===== src/rtl/output_collector_pkg.sv =====
// Shared configuration for the systolic-array output collector: array geometry,
// buffer sizing, tile height and the aligned result-row type.
package output_collector_pkg;

    localparam int sys_cols            = 4;
    localparam int P_BITWIDTH          = 32;
    localparam int output_buffer_depth = 8;
    localparam int W_rows              = 3;

    typedef logic [sys_cols-1:0][P_BITWIDTH-1:0] result_row_t;

    // Bit width able to hold 0..v-1, never narrower than one bit.
    function automatic int index_width(input int v);
        return (v > 1) ? $clog2(v) : 1;
    endfunction

endpackage


===== src/rtl/output_collector_col_fifo.sv =====
// Single-clock FIFO for one array column. The head word is presented
// combinationally; full/empty come from an extra-bit pointer compare.
module col_fifo #(
    parameter int DEPTH  = 8,
    parameter int DWIDTH = 32
) (
    input  logic              clk,
    input  logic              rst,
    input  logic              wr_en,
    input  logic [DWIDTH-1:0] din,
    input  logic              rd_en,
    output logic [DWIDTH-1:0] dout,
    output logic              empty,
    output logic              full
);

    localparam int AW = $clog2(DEPTH);
    localparam logic [AW:0] PTR_ONE = {{AW{1'b0}}, 1'b1};

    logic [AW:0]       wr_ptr_r;
    logic [AW:0]       rd_ptr_r;
    logic [DWIDTH-1:0] mem_r [DEPTH];
    logic              do_wr_s;
    logic              do_rd_s;

    // Status flags, head word and qualified read/write strobes.
    always_comb begin
        empty   = (wr_ptr_r == rd_ptr_r);
        full    = (wr_ptr_r[AW] != rd_ptr_r[AW]) &&
                  (wr_ptr_r[AW-1:0] == rd_ptr_r[AW-1:0]);
        dout    = mem_r[rd_ptr_r[AW-1:0]];
        do_wr_s = wr_en && !full;
        do_rd_s = rd_en && !empty;
    end

    // Pointer update; both wrap naturally through the extra lap bit.
    always_ff @(posedge clk or posedge rst) begin
        if (rst) begin
            wr_ptr_r <= {(AW+1){1'b0}};
            rd_ptr_r <= {(AW+1){1'b0}};
        end else begin
            if (do_wr_s) begin
                wr_ptr_r <= wr_ptr_r + PTR_ONE;
            end
            if (do_rd_s) begin
                rd_ptr_r <= rd_ptr_r + PTR_ONE;
            end
        end
    end

    // Storage array; contents are only meaningful between the pointers.
    always_ff @(posedge clk) begin
        if (do_wr_s) begin
            mem_r[wr_ptr_r[AW-1:0]] <= din;
        end
    end

endmodule


===== src/rtl/output_collector.sv =====
// Receive side of the systolic array: per-column FIFOs absorb the output skew,
// re-assembled rows leave through a one-deep valid/ready register with tile marking.
module output_collector
    import output_collector_pkg::*;
#(
    parameter int SYS_COLS   = sys_cols,
    parameter int P_BITWIDTH = output_collector_pkg::P_BITWIDTH,
    parameter int DEPTH      = output_buffer_depth,
    parameter int TILE_ROWS  = W_rows
) (
    input  logic                                 clk,
    input  logic                                 rst,
    input  logic [SYS_COLS-1:0]                  i_valid,
    input  logic [SYS_COLS-1:0][P_BITWIDTH-1:0]  i_data,
    output logic                                 o_valid,
    input  logic                                 o_ready,
    output logic [SYS_COLS-1:0][P_BITWIDTH-1:0]  o_data,
    output logic                                 o_last,
    output logic                                 tile_done,
    output logic [SYS_COLS-1:0]                  full,
    output logic                                 overflow
);

    localparam int CW = index_width(TILE_ROWS);
    localparam logic [CW-1:0] LAST_ROW = CW'(TILE_ROWS - 1);
    localparam logic [CW-1:0] CNT_ONE  = {{(CW-1){1'b0}}, 1'b1};

    logic [SYS_COLS-1:0]                 empty_s;
    logic [SYS_COLS-1:0][P_BITWIDTH-1:0] head_s;
    logic                                row_ready_s;
    logic                                load_s;
    logic                                accept_s;
    logic                                last_row_s;

    logic                                valid_r;
    logic [SYS_COLS-1:0][P_BITWIDTH-1:0] data_r;
    logic [CW-1:0]                       count_r;
    logic                                tile_done_r;
    logic                                overflow_r;

    for (genvar g = 0; g < SYS_COLS; g++) begin : g_lane
        col_fifo #(
            .DEPTH  (DEPTH),
            .DWIDTH (P_BITWIDTH)
        ) u_fifo (
            .clk   (clk),
            .rst   (rst),
            .wr_en (i_valid[g]),
            .din   (i_data[g]),
            .rd_en (load_s),
            .dout  (head_s[g]),
            .empty (empty_s[g]),
            .full  (full[g])
        );
    end

    // A row exists only once every lane holds a word; pop all lanes together.
    always_comb begin
        row_ready_s = &(~empty_s);
        load_s      = row_ready_s && (!valid_r || o_ready);
        accept_s    = valid_r && o_ready;
        last_row_s  = (count_r == LAST_ROW);
    end

    // One-deep output register; reload in the accept cycle keeps 1 row/clk.
    always_ff @(posedge clk or posedge rst) begin
        if (rst) begin
            valid_r <= 1'b0;
            data_r  <= '0;
        end else if (load_s) begin
            valid_r <= 1'b1;
            data_r  <= head_s;
        end else if (accept_s) begin
            valid_r <= 1'b0;
        end else begin
            valid_r <= valid_r;
        end
    end

    // Row-in-tile counter and the pulse following a tile's last accepted row.
    always_ff @(posedge clk or posedge rst) begin
        if (rst) begin
            count_r     <= {CW{1'b0}};
            tile_done_r <= 1'b0;
        end else begin
            tile_done_r <= accept_s && last_row_s;
            if (accept_s) begin
                count_r <= last_row_s ? {CW{1'b0}} : (count_r + CNT_ONE);
            end
        end
    end

    // Sticky drop indicator: the array has no backpressure, so a write to a full lane is lost.
    always_ff @(posedge clk or posedge rst) begin
        if (rst) begin
            overflow_r <= 1'b0;
        end else begin
            overflow_r <= overflow_r | (|(i_valid & full));
        end
    end

    assign o_valid   = valid_r;
    assign o_data    = data_r;
    assign o_last    = valid_r && last_row_s;
    assign tile_done = tile_done_r;
    assign overflow  = overflow_r;

endmodule

===== config.mk =====
export PLATFORM = sky130hd
export DESIGN_NAME = output_collector
export DESIGN_NICKNAME = d
export VERILOG_FILES = /design/src/rtl/output_collector_pkg.sv /design/src/rtl/output_collector_col_fifo.sv /design/src/rtl/output_collector.sv
export SDC_FILE = /design/constraint.sdc
export NUM_CORES = 1
export LEC_CHECK = 0
export BUFFER_PORTS_ARGS = -buffer_cell sky130_fd_sc_hd__buf_2
export CAP_MARGIN = 40
export CORE_UTILIZATION = 28
export CTS_BUF_LIST = sky130_fd_sc_hd__clkbuf_8
export CTS_CLUSTER_SIZE = 24
export DETAILED_ROUTE_END_ITERATION = 7
export GPL_ROUTABILITY_DRIVEN = 1
export GPL_TIMING_DRIVEN = 0
export PLACE_DENSITY = 0.5
export SKIP_LAST_GASP = 1
export SLEW_MARGIN = 30
export SYNTH_ARGS = -nofsm -noshare
export SYNTH_HDL_FRONTEND = slang
export SYNTH_SLANG_ARGS = --single-unit
export TNS_END_PERCENT = 1

===== constraint.sdc =====
create_clock -name clk -period 5.78 [get_ports clk]
set_input_delay 0.289 -clock clk [delete_from_list [all_inputs] [get_ports clk]]
set_output_delay 0.289 -clock clk [all_outputs]
set_load 0.005 [all_outputs]

==> impl_metrics.tcl <==
set metrics [dict create \
    max_freq_ghz 0.3100 \
    synthFlopType "edfxtp_1" \
    synthDistinctLibCells 33 \
    finalInstanceArea_um2 57210 \
    p_sw_frac 0.3111 \
    synthAdderAreaFrac 0.002200 \
    async_reset_ff_frac 0.1388 \
    first_iter_violations 1291 \
    area.growth.synth_to_final_pct 25.76 \
    synth_edf_count 1024 \
    critical_path_class "flop to flop" \
    finalPower_w 0.03029 \
    place.gp.congestion 0.6988 \
    dpl.hpwl_um 75720 \
    yosysTopAreaCellShare 0.6759 \
    dp_cells 4502 \
    combPwrFrac 0.357 \
    grt_max_degree 64 \
    cts_root_buf "clkbuf_8" \
    drtPass1Iterations 6 \
    htreeDepth 4 \
    yosysMostFrequentCell "edfxtp_1" \
    synth-compound-area-share 0.0003301 \
    setup_viol 0 \
    powerDensity_nw_per_um2 529.6 \
    synth_xor_xnor_area_share 0.007289 \
    min_period_ps 3226 \
    antenna_left 0 \
    antenna_found_initial 15 \
    synth_top_family_by_area "multiplexers" \
    synth_fp_nets 2108 \
    min_period_over_period 0.5581 \
    fillers 14927 \
    crit_arrival_ps 3820 \
    p_int_w 0.02087 \
    wl_um 114400 \
    std_cell_rows 147 \
    netlist_instances 1965 \
    skew_ps 44.46 \
    vdd.ir_drop.worst_v 0.0002407 \
    grt_overflow_total 0 \
    clk_pin_slew_ps 60 \
    track_usage 0.1410 \
    switchingPower_w 0.009425 \
    post-cts-setup-buffer-count 0 \
    synth_top_area_cell "edfxtp_1" \
    synth.avg_cell_area_um2 23.15 \
    drv_slew 0 \
    status "finished clean" \
    ctsLongestPathBuffers 3 \
    grt_pass1_vias 24346 \
    ys_top_cells_by_count "edfxtp_1 (1024), mux4_2 (256), mux2_2 (229)" \
    crit_fanout 8 \
    port_buffers 270 \
    setup_slack_ps 2554 \
    num_io_pins 271 \
    die_x_um 405.1 \
    core_um2 160900 \
    hp-class "primary input to flop" \
    synth.area.mux_share 0.1953 \
    drc 0 \
    die_area_um2 164100 \
    syn_area_um2 45490 \
    start_util 0.2827 \
    p_leak_nw 19.73 \
    cap_violations 0 \
    drive_gt1_frac 0.4512 \
    clock_sinks 1189 \
    critPathLaunchType "flop" \
    postPlaceCellArea_um2 51660 \
    required_ps 6380 \
    routedWlPerCell_um 22.76 \
    cts-buffers-inserted 200 \
    ys_ff_latch 1189 \
    clk_latency_ps 920 \
    slew_headroom 0.4088 \
    vias 22035 \
    pwr-share-clk 0.252 \
    avgViaCountPerCell 4.386 \
    seq_area_um2 34880 \
    finalNetCount 2827 \
    yosys_warnings 0 \
    multiInputGateArea_um2 10110 \
    grt_pass1_wl_um 166800 \
    synth-simple-area-share 0.01229 \
    tightest_slew_ps 886.7 \
    layout.cells.non_filler 5024 \
    power_frac_seq 0.391 \
    final_hold_viol_count 0 \
    tns_ps 0 \
    end_kind "flop" \
    synth.area.top_cells "edfxtp_1 (68%), mux4_2 (13%), dfrtp_1 (9.1%)" \
    rsz0062_at_grt "no" \
    cts_tree "yes" \
    dp_slack_ps 2579 \
    die_y_um 405.1 \
    yosysSeqAreaShare 0.7667 \
]
-- worst max-delay path, stage by stage (launching register included) --
cell      delay [ps]
dfrtp_1          350
buf_2            240
xnor2_2          200
and4_1           380
nand2b_1         280
or2_2            410
nor3_2           560
buf_4            300
buf_4            200
-- cells in the final DEF, fill, tap and decap left out, types with 3 or more instances in the layout --
cell / netlist / layout
clkbuf_1: 25 / 25
inv_12: 0 / 3
or2_2: 4 / 4
and4_1: 4 / 4
buf_12: 4 / 4
nand2b_1: 13 / 13
xnor2_1: 12 / 12
mux2_2: 229 / 229
buf_2: 21 / 294
buf_1: 13 / 12
buf_16: 0 / 51
buf_4: 15 / 53
clkbuf_8: 0 / 212
clkinvlp_4: 0 / 9
ha_1: 8 / 8
bufinv_16: 0 / 16
dfrtp_1: 165 / 165
xor2_1: 24 / 24
nor2_4: 0 / 24
buf_6: 22 / 40
nand4_1: 4 / 4
clkinv_8: 0 / 3
nor3_2: 0 / 8
dlygate4sd3_1: 0 / 137
nand3b_1: 4 / 4
inv_1: 5 / 52
edfxtp_1: 1024 / 1024
inv_8: 0 / 3
clkinv_1: 0 / 45
mux4_2: 256 / 256
nor3b_1: 5 / 5
diode_2: 0 / 7
nand2_1: 20 / 20
clkinv_2: 0 / 35
nor2_1: 33 / 9
mux2_4: 36 / 36
-- stage by stage --
stage / hold WS [ps] / util
after floorplan: 387.9 / -
after global placement: 467.6 / 0.3079
after detailed placement: 355.6 / 0.3210
after CTS: 13.48 / 0.3551
after global routing: 86.36 / 0.3554
final: 186.8 / 0.3555
-- power by group through the flow --
stage	Sequential, W	Clock (W)	Combinational (W)
floorplan	0.0119	0	0.00676
global placement	0.0121	0	0.0101
detailed placement	0.0120	0	0.0110
CTS	0.0119	0.00790	0.0112
global route	0.0120	0.00826	0.0117
finish	0.0118	0.00765	0.0108
-- repair_timing --
item                      4_1_cts  5_1_grt
hold endpoints to repair     1206        0
resized for setup               0        0
hold buffers                  137        0
-- state kept, by name, indices dropped and copies added (netlist names) --
| register | count |
|---|---|
| o_valid | 1 |
| g_lane.u_fifo.wr_ptr_r | 16 |
| overflow | 1 |
| tile_done | 1 |
| g_lane.u_fifo.mem_r | 1024 |
| g_lane.u_fifo.rd_ptr_r | 16 |
| o_data | 128 |
| count_r | 2 |
-- path summary, 6_finish.rpt --
| kind | from | endpoint | slack (ps) | cells after the start |
|---|---|---|---|---|
| worst max-delay path | g_lane[1].u_fifo.rd_ptr_r[2] | g_lane[1].u_fifo.mem_r[0][14] | 2550 | 8 |
| worst min-delay path | i_data[10] | g_lane[0].u_fifo.mem_r[0][10] | 190 | 2 |
| worst max register to register | g_lane[1].u_fifo.rd_ptr_r[2] | g_lane[1].u_fifo.mem_r[0][14] | 2550 | 8 |
| worst min register to register | g_lane[2].u_fifo.wr_ptr_r[3] | g_lane[2].u_fifo.wr_ptr_r[3] | 490 | 1 |
| max in group asynchronous | rst | o_data[118] | 4360 | 5 |
| min in group asynchronous | rst | o_data[31] | 550 | 4 |
-- layout make-up --
| class | instances | area share |
|---|---|---|
| multi-input cells | 670 | 0.1767 |
| repair buffers | 517 | 0.08110 |
| inverters | 5 | 0.0004593 |
| well taps | 2160 | 0.04724 |
| diodes | 7 | 0.0003062 |
| flip-flops and latches | 1189 | 0.6097 |
| plain buffers | 101 | 0.01231 |
| clock inverters | 163 | 0.02115 |
| clock buffers | 212 | 0.05100 |
-- kinds of logic after synthesis --
logic type | count (synthesis)
flops | 1189
mux | 521
buf+inv | 106
simple gates | 102
xor+xnor | 37
fa+ha+maj | 8
compound gates | 2
-- metal layers --
layer | up-vias | track usage | routed length (µm) | share of wire
met5 | - | 0 | 59 | 0.00052
met4 | 10 | 0.04373 | 2230 | 0.019
met3 | 145 | 0.03924 | 6797 | 0.059
met2 | 569 | 0.2305 | 55850 | 0.49
met1 | 11689 | 0.1810 | 49430 | 0.43
li1 | 9622 | - | - | -
No activity file was read; power rests on OpenSTA's default activity.
